==> src/rtl/alu_seq_if.sv <==
// Bundle between alu_seq and its environment: the request/response pair
// seen by the requester plus the byte-wide ALU the sequencer borrows.
interface alu_seq_if;
    // request side
    logic        start;
    logic [1:0]  op;
    logic [15:0] x;
    logic [15:0] y;
    // response side
    logic        busy;
    logic        done;
    logic [15:0] result;
    logic        c;
    logic        z;
    logic        err;
    // external ALU drive
    logic [7:0]  alu_a;
    logic [7:0]  alu_b;
    logic [2:0]  alu_op;
    logic        alu_cin;
    logic [1:0]  alu_shift;
    // external ALU response (combinational, same cycle)
    logic [7:0]  alu_result;
    logic        alu_cout;
    logic        alu_z;
    // current sequencer state for observation
    logic [2:0]  dbg_state;

    modport slave (
        input  start, op, x, y, alu_result, alu_cout, alu_z,
        output busy, done, result, c, z, err,
               alu_a, alu_b, alu_op, alu_cin, alu_shift, dbg_state
    );

    modport master (
        output start, op, x, y, alu_result, alu_cout, alu_z,
        input  busy, done, result, c, z, err,
               alu_a, alu_b, alu_op, alu_cin, alu_shift, dbg_state
    );
endinterface

==> src/rtl/alu_seq.sv <==
// Sequencer that builds 16-bit add/subtract and an 8x8 unsigned multiply
// out of an external 8-bit ALU, one ALU operation per clock.
//
// Handshake: start/op/x/y form a request that is taken on a rising edge
// where start=1 and the block is in IDLE (busy=0, done=0); in any other
// state start is ignored. done is a one-cycle response strobe and
// result/c/z/err stay valid from then until the next accepted request.
module alu_seq (
    input  logic     clk,
    input  logic     rst,
    alu_seq_if.slave bus
);

    typedef enum logic [2:0] {
        S_IDLE = 3'd0,
        S_LO   = 3'd1,
        S_HI   = 3'd2,
        S_MUL  = 3'd3,
        S_DONE = 3'd4
    } state_t;

    localparam logic [1:0] OP_MUL = 2'b00;
    localparam logic [1:0] OP_ADD = 2'b01;
    localparam logic [1:0] OP_SUB = 2'b10;
    localparam logic [1:0] OP_RSV = 2'b11;

    localparam logic [2:0] ALU_ADD  = 3'd0;
    localparam logic [2:0] ALU_ADDC = 3'd1;
    localparam logic [2:0] ALU_SUBC = 3'd2;
    localparam logic [2:0] ALU_MOVR = 3'd3;

    state_t      state_q, state_d;
    logic [1:0]  op_q;
    logic [15:0] x_q, y_q;
    logic        carry_q, zlo_q;
    logic [7:0]  acc_q, lo_q, mcand_q;
    logic [2:0]  cnt_q;
    logic [15:0] result_q;
    logic        c_q, z_q, err_q;

    logic [7:0]  acc_d, lo_d;
    logic [15:0] prod_d;

    // Shift-add step: the ALU sum shifts right into acc, its LSB into lo.
    assign acc_d  = {bus.alu_cout, bus.alu_result[7:1]};
    assign lo_d   = {bus.alu_result[0], lo_q[7:1]};
    assign prod_d = {acc_d, lo_d};

    // State register.
    always_ff @(posedge clk) begin
        if (rst) state_q <= S_IDLE;
        else     state_q <= state_d;
    end

    // Next-state decode and ALU drive for the current state.
    always_comb begin
        state_d     = state_q;
        bus.alu_op  = ALU_MOVR;
        bus.alu_a   = 8'd0;
        bus.alu_b   = 8'd0;
        bus.alu_cin = 1'b0;
        case (state_q)
            S_IDLE: begin
                if (bus.start) begin
                    case (bus.op)
                        OP_MUL:  state_d = S_MUL;
                        OP_ADD:  state_d = S_LO;
                        OP_SUB:  state_d = S_LO;
                        default: state_d = S_DONE;
                    endcase
                end
            end
            S_LO: begin
                bus.alu_a  = x_q[7:0];
                bus.alu_b  = y_q[7:0];
                bus.alu_op = (op_q == OP_SUB) ? ALU_SUBC : ALU_ADD;
                state_d    = S_HI;
            end
            S_HI: begin
                bus.alu_a   = x_q[15:8];
                bus.alu_b   = y_q[15:8];
                bus.alu_op  = (op_q == OP_SUB) ? ALU_SUBC : ALU_ADDC;
                bus.alu_cin = carry_q;
                state_d     = S_DONE;
            end
            S_MUL: begin
                bus.alu_op = ALU_ADD;
                bus.alu_a  = acc_q;
                bus.alu_b  = lo_q[0] ? mcand_q : 8'd0;
                if (cnt_q == 3'd7) state_d = S_DONE;
            end
            S_DONE: begin
                state_d = S_IDLE;
            end
            default: begin
                state_d = S_IDLE;
            end
        endcase
    end

    // Operand capture, per-state result accumulation and flag update.
    always_ff @(posedge clk) begin
        if (rst) begin
            op_q     <= 2'd0;
            x_q      <= 16'd0;
            y_q      <= 16'd0;
            carry_q  <= 1'b0;
            zlo_q    <= 1'b0;
            acc_q    <= 8'd0;
            lo_q     <= 8'd0;
            mcand_q  <= 8'd0;
            cnt_q    <= 3'd0;
            result_q <= 16'd0;
            c_q      <= 1'b0;
            z_q      <= 1'b0;
            err_q    <= 1'b0;
        end else begin
            case (state_q)
                S_IDLE: begin
                    if (bus.start) begin
                        op_q  <= bus.op;
                        x_q   <= bus.x;
                        y_q   <= bus.y;
                        err_q <= 1'b0;
                        if (bus.op == OP_MUL) begin
                            acc_q   <= 8'd0;
                            lo_q    <= bus.x[7:0];
                            mcand_q <= bus.y[7:0];
                            cnt_q   <= 3'd0;
                        end
                        if (bus.op == OP_RSV) begin
                            result_q <= 16'd0;
                            c_q      <= 1'b0;
                            z_q      <= 1'b1;
                            err_q    <= 1'b1;
                        end
                    end
                end
                S_LO: begin
                    result_q[7:0] <= bus.alu_result;
                    carry_q       <= bus.alu_cout;
                    zlo_q         <= bus.alu_z;
                end
                S_HI: begin
                    result_q[15:8] <= bus.alu_result;
                    c_q            <= bus.alu_cout;
                    z_q            <= zlo_q & bus.alu_z;
                end
                S_MUL: begin
                    acc_q <= acc_d;
                    lo_q  <= lo_d;
                    cnt_q <= cnt_q + 3'd1;
                    if (cnt_q == 3'd7) begin
                        result_q <= prod_d;
                        c_q      <= 1'b0;
                        z_q      <= (prod_d == 16'd0);
                    end
                end
                default: begin
                end
            endcase
        end
    end

    assign bus.busy      = (state_q == S_LO) || (state_q == S_HI) || (state_q == S_MUL);
    assign bus.done      = (state_q == S_DONE);
    assign bus.result    = result_q;
    assign bus.c         = c_q;
    assign bus.z         = z_q;
    assign bus.err       = err_q;
    assign bus.alu_shift = 2'b00;
    assign bus.dbg_state = state_q;

endmodule

==> src/flat_wrapper.sv <==
// flat-port wrapper written by rule: the top's interface ports become plain ports
module alu_seq_flat 
  (clk, rst, bus_start, bus_op, bus_x, bus_y, bus_alu_result, bus_alu_cout, bus_alu_z, bus_busy, bus_done, bus_result, bus_c, bus_z, bus_err, bus_alu_a, bus_alu_b, bus_alu_op, bus_alu_cin, bus_alu_shift, bus_dbg_state);
  alu_seq_if bus_i ();
  input  logic clk;
  input  logic rst;
  input wire logic [$bits(bus_i.start)-1:0] bus_start;
  input wire logic [$bits(bus_i.op)-1:0] bus_op;
  input wire logic [$bits(bus_i.x)-1:0] bus_x;
  input wire logic [$bits(bus_i.y)-1:0] bus_y;
  input wire logic [$bits(bus_i.alu_result)-1:0] bus_alu_result;
  input wire logic [$bits(bus_i.alu_cout)-1:0] bus_alu_cout;
  input wire logic [$bits(bus_i.alu_z)-1:0] bus_alu_z;
  output wire logic [$bits(bus_i.busy)-1:0] bus_busy;
  output wire logic [$bits(bus_i.done)-1:0] bus_done;
  output wire logic [$bits(bus_i.result)-1:0] bus_result;
  output wire logic [$bits(bus_i.c)-1:0] bus_c;
  output wire logic [$bits(bus_i.z)-1:0] bus_z;
  output wire logic [$bits(bus_i.err)-1:0] bus_err;
  output wire logic [$bits(bus_i.alu_a)-1:0] bus_alu_a;
  output wire logic [$bits(bus_i.alu_b)-1:0] bus_alu_b;
  output wire logic [$bits(bus_i.alu_op)-1:0] bus_alu_op;
  output wire logic [$bits(bus_i.alu_cin)-1:0] bus_alu_cin;
  output wire logic [$bits(bus_i.alu_shift)-1:0] bus_alu_shift;
  output wire logic [$bits(bus_i.dbg_state)-1:0] bus_dbg_state;
  assign bus_i.start = bus_start;
  assign bus_i.op = bus_op;
  assign bus_i.x = bus_x;
  assign bus_i.y = bus_y;
  assign bus_i.alu_result = bus_alu_result;
  assign bus_i.alu_cout = bus_alu_cout;
  assign bus_i.alu_z = bus_alu_z;
  assign bus_busy = bus_i.busy;
  assign bus_done = bus_i.done;
  assign bus_result = bus_i.result;
  assign bus_c = bus_i.c;
  assign bus_z = bus_i.z;
  assign bus_err = bus_i.err;
  assign bus_alu_a = bus_i.alu_a;
  assign bus_alu_b = bus_i.alu_b;
  assign bus_alu_op = bus_i.alu_op;
  assign bus_alu_cin = bus_i.alu_cin;
  assign bus_alu_shift = bus_i.alu_shift;
  assign bus_dbg_state = bus_i.dbg_state;
  alu_seq u_core (.clk(clk), .rst(rst), .bus(bus_i));
endmodule
==> config.mk <==
export PLATFORM = sky130hd
export DESIGN_NAME = alu_seq_flat
export DESIGN_NICKNAME = d
export VERILOG_FILES = /design/src/rtl/alu_seq_if.sv /design/src/rtl/alu_seq.sv /design/src/flat_wrapper.sv
export SDC_FILE = /design/constraint.sdc
export NUM_CORES = 1
export LEC_CHECK = 0
export ABC_CLOCK_PERIOD_IN_PS = 2400
export CORE_ASPECT_RATIO = 0.6
export CORE_MARGIN = 2
export CORE_UTILIZATION = 40
export DETAILED_ROUTE_END_ITERATION = 8
export PLACE_DENSITY = 0.7
export RECOVER_POWER = 100
export SLEW_MARGIN = 10
export SYNTH_ARGS = -nofsm -noshare
export SYNTH_HDL_FRONTEND = slang
export SYNTH_SLANG_ARGS = --single-unit
==> constraint.sdc <==
create_clock -name clk -period 2.4 [get_ports clk]
set_input_delay 0.36 -clock clk [delete_from_list [all_inputs] [get_ports clk]]
set_output_delay 0.36 -clock clk [all_outputs]
set_load 0.02 [all_outputs]
==> results.py, run 1 <==
metrics = {
    "worst_setup_path": {
        "crit_path_start": "u_core.bus.dbg_state[0]$_SDFFE_PP0P_",
        "r2r-start": "u_core.bus.dbg_state[1]$_SDFFE_PP0P_",
        "critPathKind": "reg2out",
        "cp_max_fo": 10,
        "critPathRequiredTime_ns": 2.04,
        "cpPeakStageDelay_ns": 0.67,
        "cp.arrival_ns": 1.92,
        "cp_num_buf_inv": 2,
        "reg2reg_slack_ns": 0.16,
        "path_cells": "buf_4 -> maj3_1 -> nand2_1 -> dlygate4sd3_1",
        "crit_path_end_kind": "primary output",
        "cpMaxStageDelayCell": "dlygate4sd3_1",
        "path_delay_family": "buffers and inverters",
        "start_kind": "flip-flop",
    },
    "clocking": {
        "clk_pin_slew_ns": 0.06,
        "clock_sinks": 85,
        "htreeDepth": 3,
        "post_cts_buffers": 0,
        "clock_path_buffers": 2,
        "cts_tree": "done",
        "root_buffer": "clkbuf_16",
        "clkLatencyLatePin_ns": 0.34,
        "cts_inserted_buffers": 9,
    },
    "power_and_ir_drop": {
        "vdd_drop_max_mv": 0.437,
        "power_leakage_nw": 2.04,
        "seqPwrFrac_pct": 37.8,
        "power_per_cell_area_nw_per_um2": 861,
        "swShare_pct": 31.2,
        "combPwrFrac_pct": 27.8,
        "clkPwrFrac_pct": 34.3,
        "p_int_w": 0.00305,
        "power_switching_w": 0.00138,
    },
    "detailed_routing": {
        "drtAntennaViolNets": 0,
        "routed_wl_mm": 11.0,
        "drtPass1Iterations": 7,
        "first_iter_violations": 436,
        "routedWlPerCell_um": 15.8,
        "vias": 3775,
        "post-route-drc-count": 0,
        "drt-vias-per-instance": 5.41,
    },
    "hold_path": {
        "worstHoldStart": "u_core.op_q[0]$_SDFFE_PP0P_",
        "holdCritPathClass": "reg2reg",
    },
    "logic_synthesis": {
        "synth-adder-area-share_pct": 0.933,
        "ys_warn_count": 0,
        "yosysMostFrequentCell": "nand2_1",
        "synth_area_per_cell_um2": 7.89,
        "ys_top_cells_by_count": "nand2_1 (108), dfxtp_1 (85), a21oi_1 (73)",
        "ys.flop_type": "dfxtp_1",
        "synth_cell_types": 46,
        "netlist_area_um2": 3750,
        "synthXorXnorAreaFrac_pct": 0,
        "synth.area.top_cells": "dfxtp_1 (45%), nand2_1 (11%), a21oi_1 (9.7%), nor2_1 (4.5%), a22oi_1 (3.2%)",
        "yosys.area_share.simple_pct": 21.0,
        "synth_top_family_by_area": "compound AO/OA/AOI/OAI gates",
        "yosysSeqAreaShare_pct": 45.3,
        "synth_edf_count": 0,
        "synth_top_area_share_pct": 45.3,
        "async_flop_share_pct": 0,
        "synth_cells": 476,
        "muxShareOfSynthArea_pct": 5.06,
        "synth_compound_area_share_pct": 22.0,
        "yosys.area.top_type": "dfxtp_1",
        "synth-seq-cells": 85,
    },
    "sta": {
        "maxSlewViolCount": 0,
        "period_minus_slack_ns": 2.28,
        "tightest_slew_ns": 0.771,
        "rsz0062_at_grt": "no",
        "fin_crit_sh_pct": 95.1,
        "hold_slack_ns": 0.448,
        "setup_viol": 0,
        "final-hold-violation-count": 0,
        "clock_skew_ns": 0.00558,
        "tns_ns": 0,
        "slew_headroom_pct": 48.6,
        "max_freq_ghz": 0.438,
        "final.setup.worst_slack_ns": 0.118,
    },
    "final_layout": {
        "nFillCells": 872,
        "final_nets": 612,
        "multi_input_area_um2": 1850,
        "drive_gt1_share_pct": 9.15,
        "utilization_pct": 56.2,
        "area_growth_pct": 37.1,
        "diodes": 0,
        "seq_area_um2": 1700,
        "stdcell_area_um2": 5150,
    },
    "placement": {
        "port_buffers": 89,
        "place_area_um2": 4840,
        "hpwl_mm": 7.94,
        "gp_congestion": 0.850,
        "place_ws_ns": 0.108,
    },
    "die": {
        "start_util_pct": 41.0,
        "die_h_um": 79.1,
        "io_pins": 93,
        "die-area_um2": 10200,
        "die-width_um": 129,
        "core.rowCount": 27,
        "core-area_um2": 9160,
    },
    "global_route": {
        "grt_pass1_vias": 3424,
        "grt_use_total_pct": 22.3,
        "grt_max_degree": 63,
        "grt_pass1_wl_mm": 17.6,
        "antenna_found_initial": 0,
        "grt_overflow": 0,
    },
    "job": {
        "cap_violations": 0,
    },
    "run_status": {
        "status": "complete, no violations",
    },
}
## state kept, by name (all words and copies together) (netlist names), 3 cells and up
| signal | cells |
|---|---|
| u_core.acc_q | 8 |
| u_core.bus.dbg_state | 3 |
| u_core.bus.result | 16 |
| u_core.cnt_q | 3 |
| u_core.lo_q | 8 |
| u_core.mcand_q | 8 |
| u_core.x_q | 16 |
| u_core.y_q | 16 |
## per-layer routing
metal  track usage (%)  share of wire [%]  vias to the layer above
li1                  -                  -                     1831
met1              33.9                 49                     1787
met2              30.7                 41                      145
met3              6.00                7.9                       12
met4              5.98                1.4                        0
met5                 0                  0                        -
## worst min-delay path, stage by stage (launching register included)
cell and delay [ns]:
dfxtp_1 0.30, nand2_1 0.05, a21oi_1 0.05
## metrics by stage
step                      std cells  total power, W
after floorplan                 478         0.00246
after global routing            698         0.00466
final                           698         0.00443
after CTS                       698         0.00450
after detailed placement        682         0.00298
after global placement          682         0.00295
## cells in the final DEF (no fill, tap or decap), types with 3 or more instances in the layout
cell and n:
inv_1 10, nand3_1 11, clkdlybuf4s50_1 43, a211oi_1 15
dlygate4sd2_1 17, mux2_2 8, clkbuf_1 6, mux2i_1 10
nor3_1 4, nor4_1 3, a31oi_1 9, buf_4 18
conb_1 3, dfxtp_1 83, nand2_1 108, clkbuf_16 9
nor2_1 45, a311oi_1 3, a22oi_1 16, a222oi_1 8
a21oi_1 73, buf_12 3, dlygate4sd3_1 27
## worst paths after layout
path,endpoint,cells past startpoint
worst min-delay path,u_core.op_q[0]$_SDFFE_PP0P_,2
worst min register to register,u_core.op_q[0]$_SDFFE_PP0P_,2
worst max-delay path,bus_alu_op[1],4
worst max register to register,u_core.mcand_q[4]$_SDFFE_PP0P_,6
## logic make-up (layout without fill, tap and decap cells)
logic type / count (synthesis) / after routing
compound gates: 133 / 133
fa+ha+maj: 3 / 3
buf+inv: 50 / 140
flops: 85 / 85
mux: 18 / 18
other cells: 1 / 3
simple gates: 186 / 186
## power by group through the flow
stage / clock (W) / combinational (W) / sequential, W
floorplan: 0 / 0.000714 / 0.00174
global placement: 0 / 0.00125 / 0.00170
detailed placement: 0 / 0.00127 / 0.00170
CTS: 0.00155 / 0.00127 / 0.00168
global route: 0.00161 / 0.00135 / 0.00170
finish: 0.00152 / 0.00123 / 0.00168
## area by class of cell
class | instances | area share (%)
Clock buffer | 13 | 5.06
Sequential cell | 85 | 33.1
Timing Repair Buffer | 114 | 20.8
Multi-Input combinational cell | 343 | 35.9
Clock inverter | 3 | 1.31
Tap cell | 130 | 3.16
Inverter | 10 | 0.729
## repair_timing
| item | in CTS | in global routing |
|---|---|---|
| gates resized for setup | 24 | 5 |
| pin swaps | 0 | 3 |
| hold buffers | 0 | 0 |
| endpoints found under the setup margin | 18 | 8 |
Power figures use the tool's default switching activity.
==> run 2, diff against run 1 <==
PLACE_DENSITY = 0.69   (was 0.7)
SLEW_MARGIN = 20   (was 10)
==> results.py, run 2 (same netlist as run 1, synthesis figures left out) <==
metrics = {
    "power_and_ir_drop": {
        "seqPwrFrac_pct": 37.1,
        "clkPwrFrac_pct": 35.3,
        "combPwrFrac_pct": 27.6,
        "power_leakage_nw": 2.03,
        "total_power_w": 0.00451,
        "vdd_drop_max_mv": 0.358,
        "power_switching_w": 0.00140,
        "power_per_cell_area_nw_per_um2": 877,
        "p_int_w": 0.00312,
        "swShare_pct": 31.0,
    },
    "die": {
        "start_util_pct": 41.0,
        "io_pins": 93,
        "die-width_um": 129,
        "die-area_um2": 10200,
        "die_h_um": 79.1,
        "core.rowCount": 27,
        "core-area_um2": 9160,
    },
    "final_layout": {
        "final_nets": 612,
        "diodes": 0,
        "final_common_cell": "nand2_1",
        "layout.cells.non_filler": 698,
        "final_cell_mix": "nand2_1 (108), dfxtp_1 (85), a21oi_1 (73)",
        "utilization_pct": 56.2,
        "area_growth_pct": 37.1,
        "drive_gt1_share_pct": 9.33,
        "nFillCells": 869,
    },
    "sta": {
        "tns_ns": 0,
        "final-hold-violation-count": 0,
        "tightest_slew_ns": 0.738,
        "maxSlewViolCount": 0,
        "hold_slack_ns": 0.447,
        "slew_headroom_pct": 50.8,
        "fin_crit_sh_pct": 96.3,
        "setup_viol": 0,
        "clock_skew_ns": 0.00677,
        "period_minus_slack_ns": 2.31,
        "max_freq_ghz": 0.433,
        "rsz0062_at_grt": "no",
    },
    "detailed_routing": {
        "routedWlPerCell_um": 16.5,
        "drtAntennaViolNets": 0,
        "drt-vias-per-instance": 5.45,
        "routed.top_layer": "met4",
        "first_iter_violations": 412,
        "wl_met2_mm": 4.68,
        "drtPass1Iterations": 8,
        "wl_met3_mm": 1.10,
        "met1_length_mm": 5.65,
        "vias": 3807,
        "routed_wl_mm": 11.5,
        "post-route-drc-count": 0,
    },
    "job": {
        "cap_violations": 0,
    },
    "global_route": {
        "grt_max_degree": 67,
        "antenna_found_initial": 0,
        "grt_overflow": 0,
        "grt_pass1_wl_mm": 18.2,
        "grt_use_total_pct": 23.1,
        "grt_pass1_vias": 3539,
    },
    "clocking": {
        "clkLatencyLatePin_ns": 0.34,
        "htreeDepth": 3,
        "root_buffer": "clkbuf_16",
        "clk_pin_slew_ns": 0.06,
        "clock_sinks": 85,
        "cts_inserted_buffers": 9,
        "cts_tree": "done",
        "clock_path_buffers": 2,
        "post_cts_buffers": 0,
    },
    "worst_setup_path": {
        "reg2reg_slack_ns": 0.26,
        "critPathKind": "reg2out",
        "critPathRequiredTime_ns": 2.04,
        "cp_max_fo": 23,
        "cp.arrival_ns": 1.95,
        "start_kind": "flip-flop",
        "crit_path_end_kind": "primary output",
    },
    "placement": {
        "hpwl_mm": 8.40,
        "gp_congestion": 0.918,
        "placed_cells": 682,
        "port_buffers": 89,
    },
    "hold_path": {
        "holdCritPathClass": "in2reg",
    },
    "run_status": {
        "status": "complete, no violations",
    },
}
## run 2: path summary, 6_finish.rpt
path / cells past startpoint / startpoint / to
worst max-delay path: 6 / u_core.bus.dbg_state[2]$_SDFFE_PP0P_ / bus_alu_b[3]
worst min-delay path: 2 / rst / u_core.y_q[15]$_SDFFE_PP0P_
worst min register to register: 2 / u_core.bus.result[2]$_SDFFE_PP0P_ / u_core.bus.result[2]$_SDFFE_PP0P_
worst max register to register: 6 / u_core.bus.dbg_state[0]$_SDFFE_PP0P_ / u_core.mcand_q[4]$_SDFFE_PP0P_
## run 2: area by class of cell
class	instances	area, um2	share of cell area [%]
multi-input cells	343	1850	35.9
flip-flops and latches	85	1700	33.1
clock inverters	6	110	2.14
inverters	10	37.5	0.729
clock buffers	10	239	4.64
well taps	130	163	3.16
repair buffers	114	1050	20.4
## run 2: critical path, stage by stage (launching register included)
cell and delay [ns]:
dfxtp_1 0.35, buf_8 0.20, inv_1 0.08, and3_2 0.28
a222oi_1 0.31, inv_1 0.06, dlygate4sd2_1 0.33
## run 2: per-stage QoR
step / setup WS [ns] / cell area, um2
after floorplan: 0.235 / 3760
after global placement: 0.181 / 4860
after detailed placement: 0.0616 / 4860
after CTS: 0.00512 / 5190
after global routing: 0.00847 / 5150
final: 0.0897 / 5150
## run 2: power by group through the flow
stage	clock network, W	logic [W]	registers (W)
final	0.00159	0.00125	0.00167
after global routing	0.00169	0.00136	0.00169
after CTS	0.00162	0.00129	0.00167
after global placement	0	0.00127	0.00169
after detailed placement	0	0.00129	0.00170
after floorplan	0	0.000714	0.00174
## run 2: metal layers
metal / vias up / track usage [%]
met5: - / 0
met4: 0 / 4.46
met3: 6 / 7.48
li1: 1837 / -
met1: 1769 / 34.6
met2: 195 / 32.1
## run 2: repair_timing
item	CTS	global route
pin swaps	1	3
endpoints found under the setup margin	15	11
gates resized for setup	17	8
hold buffers	0	0
==> run 3, diff against run 2 <==
CORE_ASPECT_RATIO = default   (was 0.6)
CORE_UTILIZATION = 53   (was 40)
PLACE_DENSITY = 0.87   (was 0.69)
==> results.py, run 3 (same netlist as run 1, synthesis figures left out) <==
metrics = {
    "worst_setup_path": {
        "cp.arrival_ns": 2.00,
        "r2r_end": "u_core.mcand_q[4]$_SDFFE_PP0P_",
        "r2r-start": "u_core.bus.dbg_state[0]$_SDFFE_PP0P_",
        "crit_path_end_kind": "primary output",
        "cp_max_fo": 8,
        "r2r_cells": 6,
        "critPathRequiredTime_ns": 2.04,
        "cpMaxStageDelayCell": "a222oi_1",
        "critPathKind": "reg2out",
        "path_delay_family": "simple AND/OR/NAND/NOR gates",
        "cpPeakStageDelay_ns": 0.43,
        "cp_num_buf_inv": 2,
        "path_cells": "and3b_1 -> and2_2 -> a222oi_1 -> inv_1 -> clkdlybuf4s15_1",
        "start_kind": "flip-flop",
        "reg2reg_slack_ns": 0.35,
    },
    "sta": {
        "max_freq_ghz": 0.424,
        "slew_headroom_pct": 49.9,
        "hold_slack_ns": 0.458,
        "tightest_slew_ns": 0.752,
        "final-hold-violation-count": 0,
        "maxSlewViolCount": 0,
        "setup_viol": 0,
        "tns_ns": 0,
        "clock_skew_ns": 0.0101,
        "fin_crit_sh_pct": 98.2,
        "period_minus_slack_ns": 2.36,
    },
    "die": {
        "core.rowCount": 30,
        "io_pins": 93,
        "die_h_um": 88.2,
        "start_util_pct": 55.0,
        "core-area_um2": 6830,
        "die-area_um2": 7770,
        "die-width_um": 88.2,
    },
    "placement": {
        "placed_cells": 649,
        "hpwl_mm": 7.24,
        "place_area_um2": 4820,
        "port_buffers": 89,
        "gp_congestion": 0.876,
    },
    "global_route": {
        "antenna_found_initial": 0,
        "grt_pass1_vias": 3536,
        "grt_use_met3_pct": 4.81,
        "grt_use_total_pct": 27.7,
        "met2_usage_pct": 45.2,
        "grt_max_degree": 40,
        "grt_overflow": 0,
        "grt_pass1_wl_mm": 16.9,
        "gr-usage-met1_pct": 37.6,
        "grt.busiest_layer": "met2",
    },
    "detailed_routing": {
        "routed_wl_mm": 10.8,
        "drtAntennaViolNets": 0,
        "post-route-drc-count": 0,
        "routedWlPerCell_um": 16.2,
        "first_iter_violations": 380,
        "drtPass1Iterations": 6,
        "drt-vias-per-instance": 5.81,
        "vias": 3868,
    },
    "clocking": {
        "root_buffer": "clkbuf_8",
        "cts_inserted_buffers": 9,
        "htreeDepth": 3,
        "clock_sinks": 85,
        "post_cts_buffers": 0,
        "clkLatencyLatePin_ns": 0.35,
        "clock_path_buffers": 2,
        "cts_tree": "done",
        "clk_pin_slew_ns": 0.08,
    },
    "hold_path": {
        "hold_depth": 2,
        "holdCritPathClass": "reg2reg",
        "worstHoldStart": "u_core.x_q[9]$_SDFFE_PP0P_",
        "min_to": "u_core.x_q[9]$_SDFFE_PP0P_",
    },
    "power_and_ir_drop": {
        "power_per_cell_area_nw_per_um2": 796,
        "power_leakage_nw": 2.01,
        "vdd_drop_max_mv": 0.360,
    },
    "final_layout": {
        "final_cell_mix": "nand2_1 (108), dfxtp_1 (83), a21oi_1 (73)",
        "utilization_pct": 74.1,
        "layout.cells.non_filler": 666,
        "stdcell_area_um2": 5060,
        "drive_gt1_share_pct": 10.2,
        "final_common_cell": "nand2_1",
        "final_nets": 614,
        "nFillCells": 527,
        "area_growth_pct": 34.8,
        "diodes": 0,
    },
    "run_status": {
        "status": "complete, no violations",
    },
    "job": {
        "cap_violations": 0,
    },
}
[run 3: changes by cell type in the layout (fill, tap and decap cells not counted), moves of 2 or more]
cell,change
clkbuf_8,+9
buf_4,+8
clkbuf_2,-4
dlygate4sd2_1,-3
dlygate4sd3_1,-24
clkbuf_1,-4
clkdlybuf4s50_1,+26
dfxtp_2,+2
dlymetal6s2s_1,+4
bufinv_16,-2
dfxtp_1,-2
clkbuf_16,-9
[run 3: tightest hold or removal path, delay by kind of cell, from the launching register on]
kind            cells  cell delay, ns
compound gates      1            0.05
flops               1            0.31
simple gates        1            0.05
[run 3: where the power goes]
part / total (W) / leakage [nW] / switching (W) / internal [W]
clock: 0.00101 / 0.0964 / 0.000506 / 0.000507
sequential: 0.00167 / 0.694 / 0.000104 / 0.00157
combinational: 0.00134 / 1.22 / 0.000752 / 0.000589
total: 0.00403 / 2.01 / 0.00136 / 0.00267
[run 3: how the worst max path moves through the flow]
stage                                                     from            end  slack, ns  cells past startpoint
after floorplan           u_core.bus.dbg_state[1]$_SDFFE_PP0P_  bus_alu_op[0]       0.24                      6
after global placement    u_core.bus.dbg_state[2]$_SDFFE_PP0P_   bus_alu_b[3]       0.26                      6
after detailed placement  u_core.bus.dbg_state[1]$_SDFFE_PP0P_   bus_alu_b[1]       0.17                      5
after CTS                 u_core.bus.dbg_state[1]$_SDFFE_PP0P_  bus_alu_op[0]      0.004                      5
after global routing      u_core.bus.dbg_state[1]$_SDFFE_PP0P_   bus_alu_a[2]     -0.008                      6
final                     u_core.bus.dbg_state[2]$_SDFFE_PP0P_   bus_alu_b[1]       0.04                      5
[run 3: layout make-up]
class	instances	area, um2	area share [%]
multi-input combinational	343	1860	36.7
tap	96	120	2.37
sequential	85	1700	33.7
clock inverter	4	47.5	0.939
clock buffer	12	145	2.87
timing repair buffer	116	1150	22.7
inverter	10	37.5	0.741
[run 3: through the flow]
step	worst slack, ns	total power (W)
floorplan	0.235	0.00246
global placement	0.264	0.00295
detailed placement	0.167	0.00299
CTS	0.00400	0.00400
global route	-0.00753	0.00421
finish	0.0433	0.00403
[run 3: repair_timing]
action                                  CTS  global route
hold buffers                              0             0
endpoints found under the setup margin   12             9
gates resized for setup                  15            11
cloned                                    1             0
pin swaps                                 1             2
[run 3: layer usage]
metal	up-vias	part of all wire, %
met3	25	8.1
met1	1801	42
met2	209	48
li1	1833	-
met5	-	0
met4	0	1.7
